File: config.mk
export PLATFORM = sky130hd
export DESIGN_NAME = hex_frame_capture
export DESIGN_NICKNAME = d
export VERILOG_FILES = /design/src/rtl/hex_frame_capture.sv
export SDC_FILE = /design/constraint.sdc
export NUM_CORES = 1
export LEC_CHECK = 0
export ABC_AREA = 1
export CORE_UTILIZATION = 41
export CTS_CLUSTER_SIZE = 8
export DETAILED_ROUTE_END_ITERATION = 8
export DONT_BUFFER_PORTS = 1
export GPL_ROUTABILITY_DRIVEN = 0
export HOLD_SLACK_MARGIN = 0.1
export MAX_ROUTING_LAYER = met4
export PLACE_DENSITY = 0.64
export SYNTH_ARGS = -nofsm -noshare
export SYNTH_HDL_FRONTEND = slang
export SYNTH_SLANG_ARGS = --single-unit
File: constraint.sdc
create_clock -name clk -period 2 [get_ports clk]
set_input_delay 0.4 -clock clk [delete_from_list [all_inputs] [get_ports clk]]
set_output_delay 0.4 -clock clk [all_outputs]
set_load 0.01 [all_outputs]
File: src/rtl/hex_frame_capture.sv
// Receiver for a time-multiplexed {an,d} nibble scan: synchronises, deglitches,
// checks the digit order and reassembles the 32-bit word.
module hex_frame_capture #(
  parameter int unsigned STABLE_CYCLES = 4,
  parameter int unsigned TIMEOUT_W     = 23
) (
  input  logic        clk,
  input  logic        rst_n,
  input  logic [3:0]  d,
  input  logic [2:0]  an,
  output logic [31:0] data,
  output logic        data_valid,
  output logic        frame_done,
  output logic        seq_err,
  output logic        stale
);

  localparam int unsigned SMP_W = 7;
  localparam int unsigned RUN_W = 8;

  logic [SMP_W-1:0]     sync1_q, sync2_q, prev_q;
  logic [RUN_W-1:0]     run_q, run_d;
  logic [31:0]          shadow_q, shadow_d;
  logic [31:0]          data_q, data_d;
  logic [7:0]           mask_q, mask_d;
  logic [2:0]           last_an_q, last_an_d;
  logic                 valid_q, valid_d;
  logic                 done_q, done_d;
  logic                 err_q, err_d;
  logic                 stale_q, stale_d;
  logic [TIMEOUT_W-1:0] wd_q, wd_d;

  logic       accept_c;
  logic [2:0] acc_an_c;
  logic [3:0] acc_d_c;
  logic [2:0] next_an_c;
  logic [7:0] mask_upd_c;

  assign acc_an_c  = sync2_q[6:4];
  assign acc_d_c   = sync2_q[3:0];
  assign next_an_c = last_an_q + 3'd1;
  assign accept_c  = (sync2_q == prev_q) && (run_q == RUN_W'(STABLE_CYCLES - 1));

  // Next-state logic: stability filter, digit assembly, order check, watchdog.
  always_comb begin
    run_d      = run_q;
    shadow_d   = shadow_q;
    data_d     = data_q;
    mask_d     = mask_q;
    mask_upd_c = mask_q;
    last_an_d  = last_an_q;
    valid_d    = valid_q;
    done_d     = 1'b0;
    err_d      = err_q;
    wd_d       = wd_q;

    if (sync2_q != prev_q) begin
      run_d = RUN_W'(1);
    end else if (run_q != RUN_W'(STABLE_CYCLES)) begin
      run_d = run_q + RUN_W'(1);
    end

    if (accept_c) begin
      shadow_d[{acc_an_c, 2'b00} +: 4] = acc_d_c;
      if (acc_an_c != last_an_q) begin
        if (acc_an_c == next_an_c) begin
          mask_upd_c[acc_an_c] = 1'b1;
        end else begin
          err_d      = 1'b1;
          mask_upd_c = 8'd0;
          mask_upd_c[acc_an_c] = 1'b1;
        end
      end
      last_an_d = acc_an_c;
      mask_d    = mask_upd_c;
      if (acc_an_c == 3'd7 && (&mask_upd_c)) begin
        data_d  = shadow_d;
        done_d  = 1'b1;
        valid_d = 1'b1;
        err_d   = 1'b0;
      end
      // Digit 7 closes the scan attempt whether or not it completed a frame.
      if (acc_an_c == 3'd7 && acc_an_c != last_an_q) begin
        mask_d = 8'd0;
      end
    end

    if (accept_c) begin
      wd_d = '0;
    end else if (!(&wd_q)) begin
      wd_d = wd_q + TIMEOUT_W'(1);
    end
    stale_d = &wd_d;
  end

  always_ff @(posedge clk or negedge rst_n) begin
    if (!rst_n) begin
      sync1_q   <= '0;
      sync2_q   <= '0;
      prev_q    <= '0;
      run_q     <= '0;
      shadow_q  <= '0;
      data_q    <= '0;
      mask_q    <= '0;
      last_an_q <= 3'd7;
      valid_q   <= 1'b0;
      done_q    <= 1'b0;
      err_q     <= 1'b0;
      stale_q   <= 1'b0;
      wd_q      <= '0;
    end else begin
      sync1_q   <= {an, d};
      sync2_q   <= sync1_q;
      prev_q    <= sync2_q;
      run_q     <= run_d;
      shadow_q  <= shadow_d;
      data_q    <= data_d;
      mask_q    <= mask_d;
      last_an_q <= last_an_d;
      valid_q   <= valid_d;
      done_q    <= done_d;
      err_q     <= err_d;
      stale_q   <= stale_d;
      wd_q      <= wd_d;
    end
  end

  assign data       = data_q;
  assign data_valid = valid_q;
  assign frame_done = done_q;
  assign seq_err    = err_q;
  assign stale      = stale_q;

endmodule

==> results of run 1 <==
[routing by layer]
metal | vias up | GRT usage [%] | routed length, um
li1 | 2870 | - | -
met1 | 2594 | 29.67 | 7665
met2 | 154 | 29.00 | 6814
met3 | 17 | 4.906 | 808
met4 | 0 | 5.744 | 191
met5 | - | - | 0
[timing repair]
item	in CTS	in global routing
pin swaps	3	18
resized for setup	13	77
endpoints found under the hold margin	138	131
gates cloned	1	0
endpoints found under the setup margin	65	64
setup buffers	3	4
[final cells by class]
| type | instances | area (um^2) |
|---|---|---|
| Fill cell | 1383 | 6889 |
| Sequential cell | 131 | 3284 |
| Multi-Input combinational cell | 574 | 2994 |
| Timing Repair Buffer | 101 | 892.1 |
| Clock buffer | 18 | 439.2 |
| Inverter | 104 | 407.9 |
| Tap cell | 211 | 264.0 |
| Clock inverter | 14 | 200.2 |
[metrics by stage]
stage | cell area [um^2] | hold WS (ps)
3_3_place_gp | 7430 | 108.3
2_1_floorplan | 6606 | 104.4
6_report | 8482 | -327.8
4_1_cts | 8209 | -343.4
5_1_grt | 8482 | -353.4
3_5_place_dp | 7430 | 108.6
[state kept, by name, summed over array words and instances, names as in the netlist, 3 cells and up]
name,count
shadow_q,32
mask_q,8
wd_q,23
run_q,8
sync1_q,7
data,32
last_an_q,3
sync2_q,7
prev_q,7
[power groups by stage]
stage               logic (mW)  registers (mW)  clock network, mW
floorplan                0.262            2.81                  0
global placement         0.417            2.83                  0
detailed placement       0.423            2.83                  0
CTS                      0.448            2.78               3.39
global route             0.563            2.80               3.54
finish                   0.506            2.79               3.34
[cells by family (layout without fill, tap and decap cells)]
| family | after synthesis | count (layout) | share of synthesized area [%] |
|---|---|---|---|
| AND/OR/NAND/NOR | 450 | 451 | 29.69 |
| adder cells (fa/ha/maj) | 9 | 9 | 1.721 |
| AO/OA/AOI/OAI | 96 | 96 | 7.591 |
| flip-flops | 131 | 131 | 50.15 |
| XOR/XNOR | 18 | 18 | 2.524 |
| buffers and inverters | 133 | 237 | 8.317 |
[worst max-delay path, stage by stage, from the launching register on]
cell and delay [ps]:
dfstp_2 560, ha_4 210, xor2_1 130, nor2_1 120, nand3_2 130, nand2_4 110
nand2_1 50, nand2_1 90, nand2_2 70, nor2_4 170, nand3_4 110, buf_12 170
nand2_1 70, nand2_1 50
[layout by cell type (no fill, tap or decap), types with 4 or more instances in the layout]
master           n
dlygate4sd3_1    7
nand3_2          5
nor2_2          12
inv_6            5
buf_4           78
dfrtp_1        126
nand3_1         31
buf_12           6
bufinv_16        4
o21ai_1          6
buf_6            9
clkbuf_16       17
ha_1             5
o21ai_2         10
a21oi_1         10
nor2_1          52
inv_2            5
inv_1           94
o21ai_0         65
nand2_2         15
nor2_4           8
xor2_1          10
nor3_2           8
clkinvlp_4       4
nor3_1          10
xnor2_1          6
nand4_1         44
nand2_1        257
[worst paths after layout]
| check | start | end | slack (ps) |
|---|---|---|---|
| worst max register to register | last_an_q[0] | data[29] | -150 |
| min in group clk | sync1_q[1] | sync2_q[1] | 350 |
| max in group asynchronous | rst_n | last_an_q[1] | 2010 |
| worst max-delay path | last_an_q[0] | data[29] | -150 |
| worst min register to register | sync1_q[1] | sync2_q[1] | 350 |
| worst min-delay path | rst_n | wd_q[10] | -330 |
==> impl_metrics.json, run 1 <==
{
  "status": "finished with violations",
  "violations": "negative hold slack, negative setup slack",
  "p_comb_share_pct": 7.6,
  "p_per_area_nw_per_um2": 782.3,
  "arrival_ps": 2460,
  "power_leakage_nw": 4.081,
  "switchingPower_mw": 1.551,
  "skew_ps": 10.53,
  "fin_util_pct": 55.18,
  "worst_slew_pin_slew_ps": 344.5,
  "num_vias": 5635,
  "grt_pass1_wl_mm": 25.82,
  "synth_fp_nets": 855,
  "grt_max_degree": 132,
  "slew_violations": 0,
  "cts-buffers-inserted": 17,
  "setup_slack_ps": -151.8,
  "clkLatencyLatePin_ps": 420,
  "drt_iter0_drc": 424,
  "drc": 0,
  "die-area_um2": 16470,
  "synth_cell_types": 37,
  "ys_warn_count": 0,
  "area_delta_synth_final_pct": 29.62,
  "grt_util_all_layers_pct": 20.71,
  "synth_area_leaders": "dfrtp_1 49%, nand2_1 16%, o21ai_0 6.0%, inv_1 5.6%, nand4_1 4.2%",
  "via_per_inst": 4.887,
  "gr-total-overflow": 0,
  "hold_path.class": "primary input to asynchronous set/reset pin",
  "numPortBuffers": 0,
  "grt_pass1_vias": 5227,
  "clk_pin_slew_ps": 60,
  "die_x_um": 128.3,
  "cp_data_required_time_ps": 2310,
  "async_flop_share_pct": 100.0,
  "swShare_pct": 23.38,
  "hold_viol_final": 131,
  "core.rowCount": 45,
  "peakVddDrop_v": 0.0007013,
  "fin_crit_sh_pct": 107.6,
  "wire_per_inst_um": 13.42,
  "clock.fmax_ghz": 0.4647,
  "cp-end-kind": "flop",
  "power_frac_seq_pct": 42.0,
  "syn_inst": 837,
  "clock-sinks": 131,
  "synth_edf_count": 0,
  "core_area_um2": 15370,
  "placed_cells": 1106,
  "synth-seq-cells": 131,
  "fin_crit_ps": 2152,
  "mappedNetlistArea_um2": 6544,
  "crit_type": "flop to flop",
  "drive_gt1_share_pct": 22.40,
  "io_pins": 45,
  "rsz0062_at_grt": "true",
  "ys_seq_area_share_pct": 50.15,
  "total_power_mw": 6.636,
  "n_antenna_cell": 0,
  "initial_utilization_pct": 42.57,
  "hold_slack_ps": -327.8,
  "final_antenna_net_count": 0,
  "relSlewSlack_pct": 77.03,
  "synthMostInstantiatedCell": "nand2_1",
  "start_kind": "flop",
  "synth_commonest_cells": "271 x nand2_1, 128 x dfrtp_1, 97 x inv_1, 79 x o21ai_0, 67 x nor2_1",
  "stdcell_count": 1153,
  "antenna_found_initial": 0,
  "die_height_um": 128.3,
  "first_pass_iters": 5,
  "cts_tree": "built",
  "fin_setup_tns_ps": -4391,
  "pre_cts_ws_ps": -155.0,
  "reg2reg_depth": 13,
  "clkPwrFrac_pct": 50.3,
  "synth_top_area_cell": "dfrtp_1",
  "wl_mm": 15.48,
  "synth_flop_cell": "dfrtp_1",
  "syn_avg_cell_area_um2": 7.818,
  "cap_violations": 0,
  "worstPathMaxFanout": 21,
  "setup_viol": 35,
  "hpwl_mm": 10.76,
  "nets": 947,
  "clock_path_buffers": 2,
  "htreeDepth": 4,
  "clock-root-buffer": "clkbuf_16",
  "internal-power_mw": 5.084,
  "yosysTopAreaCellShare_pct": 48.95,
  "cts_hold_buf": 7
}
Note: power is estimated with default switching activity, not from simulation.
==> run 2, diff against run 1 <==
--- a/config.mk
+++ b/config.mk
@@ -6,11 +6,11 @@
 export NUM_CORES = 1
 export LEC_CHECK = 0
 export ABC_AREA = 1
+export CORE_ASPECT_RATIO = 1.75
 export CORE_UTILIZATION = 41
 export CTS_CLUSTER_SIZE = 8
 export DETAILED_ROUTE_END_ITERATION = 8
 export DONT_BUFFER_PORTS = 1
-export GPL_ROUTABILITY_DRIVEN = 0
 export HOLD_SLACK_MARGIN = 0.1
 export MAX_ROUTING_LAYER = met4
 export PLACE_DENSITY = 0.64
==> run 2 against run 1 <==
Net effect: count of clock-buffer cells in the layout rose by 1; hold slack improved by 14 ps; the run still ends with negative hold slack, negative setup slack left; clock skew barely moved; non-clock buffer count rose by 34; highest routed layer unchanged; final cell count rose by 0.87%; wire length rose by 13%.
==> impl_metrics.json, run 2 (synthesized netlist as in run 1, its figures left out) <==
{
  "status": "finished with violations",
  "violations": "negative hold slack, negative setup slack",
  "worstPathMaxFanout": 18,
  "final_common_cell": "nand2_1",
  "clock.fmax_ghz": 0.4392,
  "worst_slew_pin_slew_ps": 345.0,
  "fin_crit_ps": 2277,
  "gr-total-overflow": 0,
  "grt_util_all_layers_pct": 22.31,
  "core.rowCount": 60,
  "drc": 0,
  "clock_path_buffers": 2,
  "first_pass_iters": 4,
  "hpwl_mm": 12.17,
  "skew_ps": 10.06,
  "die_x_um": 97.50,
  "relSlewSlack_pct": 77.00,
  "antenna_found_initial": 0,
  "final_cell_mix": "249 x nand2_1, 127 x dfrtp_1, 117 x buf_4",
  "fin_util_pct": 55.83,
  "cpPeakStageDelay_ps": 560,
  "wl_mm": 17.54,
  "nets": 982,
  "hold_path.class": "primary input to asynchronous set/reset pin",
  "clock-root-buffer": "clkbuf_16",
  "drt_iter0_drc": 254,
  "clock-sinks": 131,
  "cap_violations": 0,
  "crit_slowest_cell": "dfstp_2",
  "place_area_um2": 7571,
  "wire_per_inst_um": 15.08,
  "critical_path.cell_chain": "ha_4 -> xor2_1 -> nor2_2 -> nand3_2 -> nand2_4 -> nand2_1 -> nand2_2 -> nand2_2 -> nor2_4 -> nand3_4 -> buf_12 -> nand2_1 -> nand2_1",
  "total_power_mw": 6.476,
  "clkLatencyLatePin_ps": 420,
  "cts_hold_buf": 7,
  "peakVddDrop_v": 0.0005195,
  "final_antenna_net_count": 0,
  "cp_data_required_time_ps": 2300,
  "n_antenna_cell": 0,
  "io_pins": 45,
  "htreeDepth": 4,
  "cp_common_cell": "nand2_1",
  "arrival_ps": 2580,
  "multi_input_area_um2": 3003,
  "die-area_um2": 16490,
  "regArea_um2": 3283,
  "fillers": 1441,
  "core_area_um2": 15460,
  "slew_violations": 0,
  "setup_slack_ps": -276.6,
  "clk_pin_slew_ps": 60,
  "crit_type": "flop to flop",
  "cp-end-kind": "flop",
  "grt_pass1_vias": 5776,
  "initial_utilization_pct": 42.31,
  "hold_slack_ps": -313.5,
  "setup_viol": 35,
  "num_vias": 5892,
  "power_leakage_nw": 4.254,
  "finalWeightedCongestion": 0.9394,
  "start_kind": "flop",
  "hold_viol_final": 131,
  "cts-buffers-inserted": 17,
  "fin_crit_sh_pct": 113.8,
  "drive_gt1_share_pct": 25.08,
  "grt_max_degree": 132,
  "rsz0062_at_grt": "true",
  "grt_pass1_wl_mm": 27.86,
  "pre_cts_ws_ps": -237.8,
  "die_height_um": 169.1,
  "cts_tree": "built",
  "via_per_inst": 5.066,
  "numPortBuffers": 0,
  "area_delta_synth_final_pct": 31.93,
  "final_area_um2": 8633,
  "p_per_area_nw_per_um2": 750.2
}
## run 2: layout make-up
class	count	area share, %
clock buffers	19	5.130
clock inverters	13	1.754
inverters	104	4.623
multi-input cells	575	34.78
flip-flops and latches	131	38.03
well taps	186	2.696
repair buffers	135	12.99
## run 2: worst paths after layout
| check | slack [ps] | to | cells past startpoint | start |
|---|---|---|---|---|
| worst max-delay path | -280 | data[29] | 13 | last_an_q[0] |
| min in group clk | 350 | sync2_q[3] | 0 | sync1_q[3] |
| worst min-delay path | -310 | sync1_q[6] | 0 | rst_n |
| worst max register to register | -280 | data[29] | 13 | last_an_q[0] |
| worst min register to register | 350 | sync2_q[3] | 0 | sync1_q[3] |
| max in group asynchronous | 2020 | data[22] | 0 | rst_n |
## run 2: power by group
part           internal (mW)  switching [mW]  total (mW)  leakage, nW
clock network           1.89            1.24        3.13        0.277
registers               2.72          0.0369        2.75         1.75
logic                  0.272           0.321       0.593         2.22
## run 2: worst max-delay path: cells and delay by family, from the launching register on
family | cells | cell delay [ps]
and+or+nand+nor | 10 | 1040
DFF | 1 | 560
adders and majority gates | 1 | 200
buffers and inverters | 1 | 190
xor gates and xnor gates | 1 | 150
## run 2: through the flow
step / std cells / TNS [ps] / hold slack, ps
global placement: 1109 / -6485 / 112.1
global route: 1163 / -12010 / -338.0
CTS: 1152 / -5290 / -334.5
detailed placement: 1109 / -7727 / 112.4
finish: 1163 / -8606 / -313.5
floorplan: 837 / -479.3 / 104.4
## run 2: routing by layer
| layer | vias to the layer above | GRT usage [%] | share of wire, % |
|---|---|---|---|
| li1 | 2927 | - | - |
| met1 | 2790 | 21.81 | 37 |
| met2 | 127 | 41.62 | 56 |
| met3 | 48 | 3.757 | 2.6 |
| met4 | 0 | 11.64 | 4.5 |
| met5 | - | - | 0 |
## run 2: repair_timing
action                                  4_1_cts  5_1_grt
pin swaps                                     2       22
endpoints found under the hold margin       138      131
cloned                                        1        2
gates resized for setup                      16       68
endpoints found under the setup margin       54       65
setup buffers                                 3        9
==> run 3, diff against run 2 <==
--- a/config.mk
+++ b/config.mk
@@ -7,13 +7,15 @@
 export LEC_CHECK = 0
 export ABC_AREA = 1
 export CORE_ASPECT_RATIO = 1.75
-export CORE_UTILIZATION = 41
+export CORE_UTILIZATION = 57
 export CTS_CLUSTER_SIZE = 8
 export DETAILED_ROUTE_END_ITERATION = 8
 export DONT_BUFFER_PORTS = 1
 export HOLD_SLACK_MARGIN = 0.1
 export MAX_ROUTING_LAYER = met4
-export PLACE_DENSITY = 0.64
+export PLACE_DENSITY = 0.82
+export SKIP_CTS_REPAIR_TIMING = 1
+export SLEW_MARGIN = 10
 export SYNTH_ARGS = -nofsm -noshare
 export SYNTH_HDL_FRONTEND = slang
 export SYNTH_SLANG_ARGS = --single-unit
==> run 3 against run 2 <==
Net effect: critical path type unchanged; count of clock-buffer cells in the layout is 1 lower; the flow still finishes with violations (negative hold slack, negative setup slack); critical path depth did not move; clock skew rose by 1.7 ps; first-iteration DRC count increased by 120%; via count increased by 6.0%; maximum frequency decreased by 1.0%; largest cell class unchanged; hold slack got worse by 13 ps.
==> impl_metrics.json, run 3 (synthesized netlist as in run 1, its figures left out) <==
{
  "final_antenna_net_count": 0,
  "clkLatencyLatePin_ps": 420,
  "final_cell_mix": "259 x nand2_1, 126 x dfrtp_1, 96 x buf_4",
  "status": "finished with violations",
  "crit_start": "last_an_q[0]",
  "peakVddDrop_v": 0.0007094,
  "start_kind": "flop",
  "place_area_um2": 7376,
  "fin_crit_ps": 2300,
  "arrival_ps": 2600,
  "cts_tree": "built",
  "clock_path_buffers": 2,
  "r2r_start": "last_an_q[0]",
  "area_delta_synth_final_pct": 28.70,
  "cap_violations": 0,
  "hold_slack_ps": -326.3,
  "setup_slack_ps": -300.1,
  "wl_mm": 18.81,
  "clk_pin_slew_ps": 60,
  "core.rowCount": 51,
  "initial_utilization_pct": 58.60,
  "drc": 0,
  "pre_cts_ws_ps": -198.6,
  "rsz0062_at_grt": "true",
  "n_antenna_cell": 0,
  "antenna_found_initial": 0,
  "die_height_um": 143.7,
  "cts-buffers-inserted": 17,
  "fin_crit_sh_pct": 115.0,
  "hold_path.class": "primary input to asynchronous set/reset pin",
  "grt_max_degree": 132,
  "slew_violations": 0,
  "crit_type": "flop to flop",
  "cp-end-kind": "flop",
  "drt_iter0_drc": 557,
  "clock-root-buffer": "clkbuf_16",
  "hpwl_mm": 11.77,
  "first_pass_iters": 6,
  "numPortBuffers": 0,
  "gr-total-overflow": 0,
  "core_area_um2": 11170,
  "wire_per_inst_um": 17.28,
  "grt_pass1_vias": 5854,
  "skew_ps": 11.74,
  "htreeDepth": 4,
  "finalWeightedCongestion": 0.9668,
  "fillers": 708,
  "final_common_cell": "nand2_1",
  "clock-sinks": 131,
  "cp_data_required_time_ps": 2300,
  "setup_viol": 48,
  "worstPathMaxFanout": 18,
  "power_leakage_nw": 4.147,
  "via_per_inst": 5.736,
  "final_area_um2": 8422,
  "hold_viol_final": 131,
  "die_x_um": 83.00,
  "clock.fmax_ghz": 0.4348,
  "violations": "negative hold slack, negative setup slack",
  "total_power_mw": 6.571,
  "io_pins": 45,
  "nets": 962,
  "grt_util_all_layers_pct": 30.65,
  "drive_gt1_share_pct": 23.20,
  "worst_slew_pin_slew_ps": 386.9,
  "grt_pass1_wl_mm": 27.59,
  "p_per_area_nw_per_um2": 780.2,
  "num_vias": 6246,
  "relSlewSlack_pct": 73.94,
  "die-area_um2": 11930
}
-- run 3: layout make-up --
| class | instances | area [um^2] | share of cell area, % |
|---|---|---|---|
| Multi-Input combinational cell | 575 | 3008 | 35.72 |
| Clock buffer | 18 | 439.2 | 5.215 |
| Clock inverter | 14 | 167.7 | 1.991 |
| Timing Repair Buffer | 115 | 954.7 | 11.34 |
| Inverter | 104 | 402.9 | 4.784 |
| Sequential cell | 131 | 3284 | 39.00 |
| Tap cell | 132 | 165.2 | 1.961 |
-- run 3: stage by stage --
stage / utilization, % / TNS [ps] / hold WS, ps / std cells
global placement: 66.05 / -2514 / 110.3 / 1038
CTS: 71.48 / -6578 / -331.7 / 1070
finish: 75.42 / -9702 / -326.3 / 1089
global route: 75.42 / -16740 / -339.7 / 1089
detailed placement: 66.05 / -5479 / 110.9 / 1038
floorplan: - / -479.3 / 104.4 / 837
-- run 3: final timing paths --
kind	depth (start not counted)	end	slack [ps]
max	13	data[5]	-300
min	0	run_q[2]	-330
max reg2reg	13	data[5]	-300
min reg2reg	0	sync2_q[3]	340
max in group asynchronous	0	last_an_q[1]	2090
min in group clk	0	sync2_q[3]	340
-- run 3: power breakdown --
group / total [mW] / switching (mW) / internal (mW)
combinational: 0.599 / 0.333 / 0.266
sequential: 2.76 / 0.0396 / 2.72
clock: 3.21 / 1.30 / 1.91
total: 6.57 / 1.67 / 4.90
-- run 3: critical path, stage by stage (launching register included) --
cell and delay, ps:
dfstp_2 570, ha_4 220, xor2_1 130, nor2_1 120, nand3_2 150, nand2_2 150
nand2_1 90, nand2_2 80, nand2_2 70, nor2_4 150, nand3_4 130, buf_12 170
nand2_1 70, nand2_1 70
-- run 3: layer usage --
layer	GRT usage (%)	up-vias	wire length [um]
li1	-	2887	-
met1	30.45	2955	6482
met2	55.05	288	9985
met3	5.572	116	979
met4	19.42	0	1368
met5	-	-	0
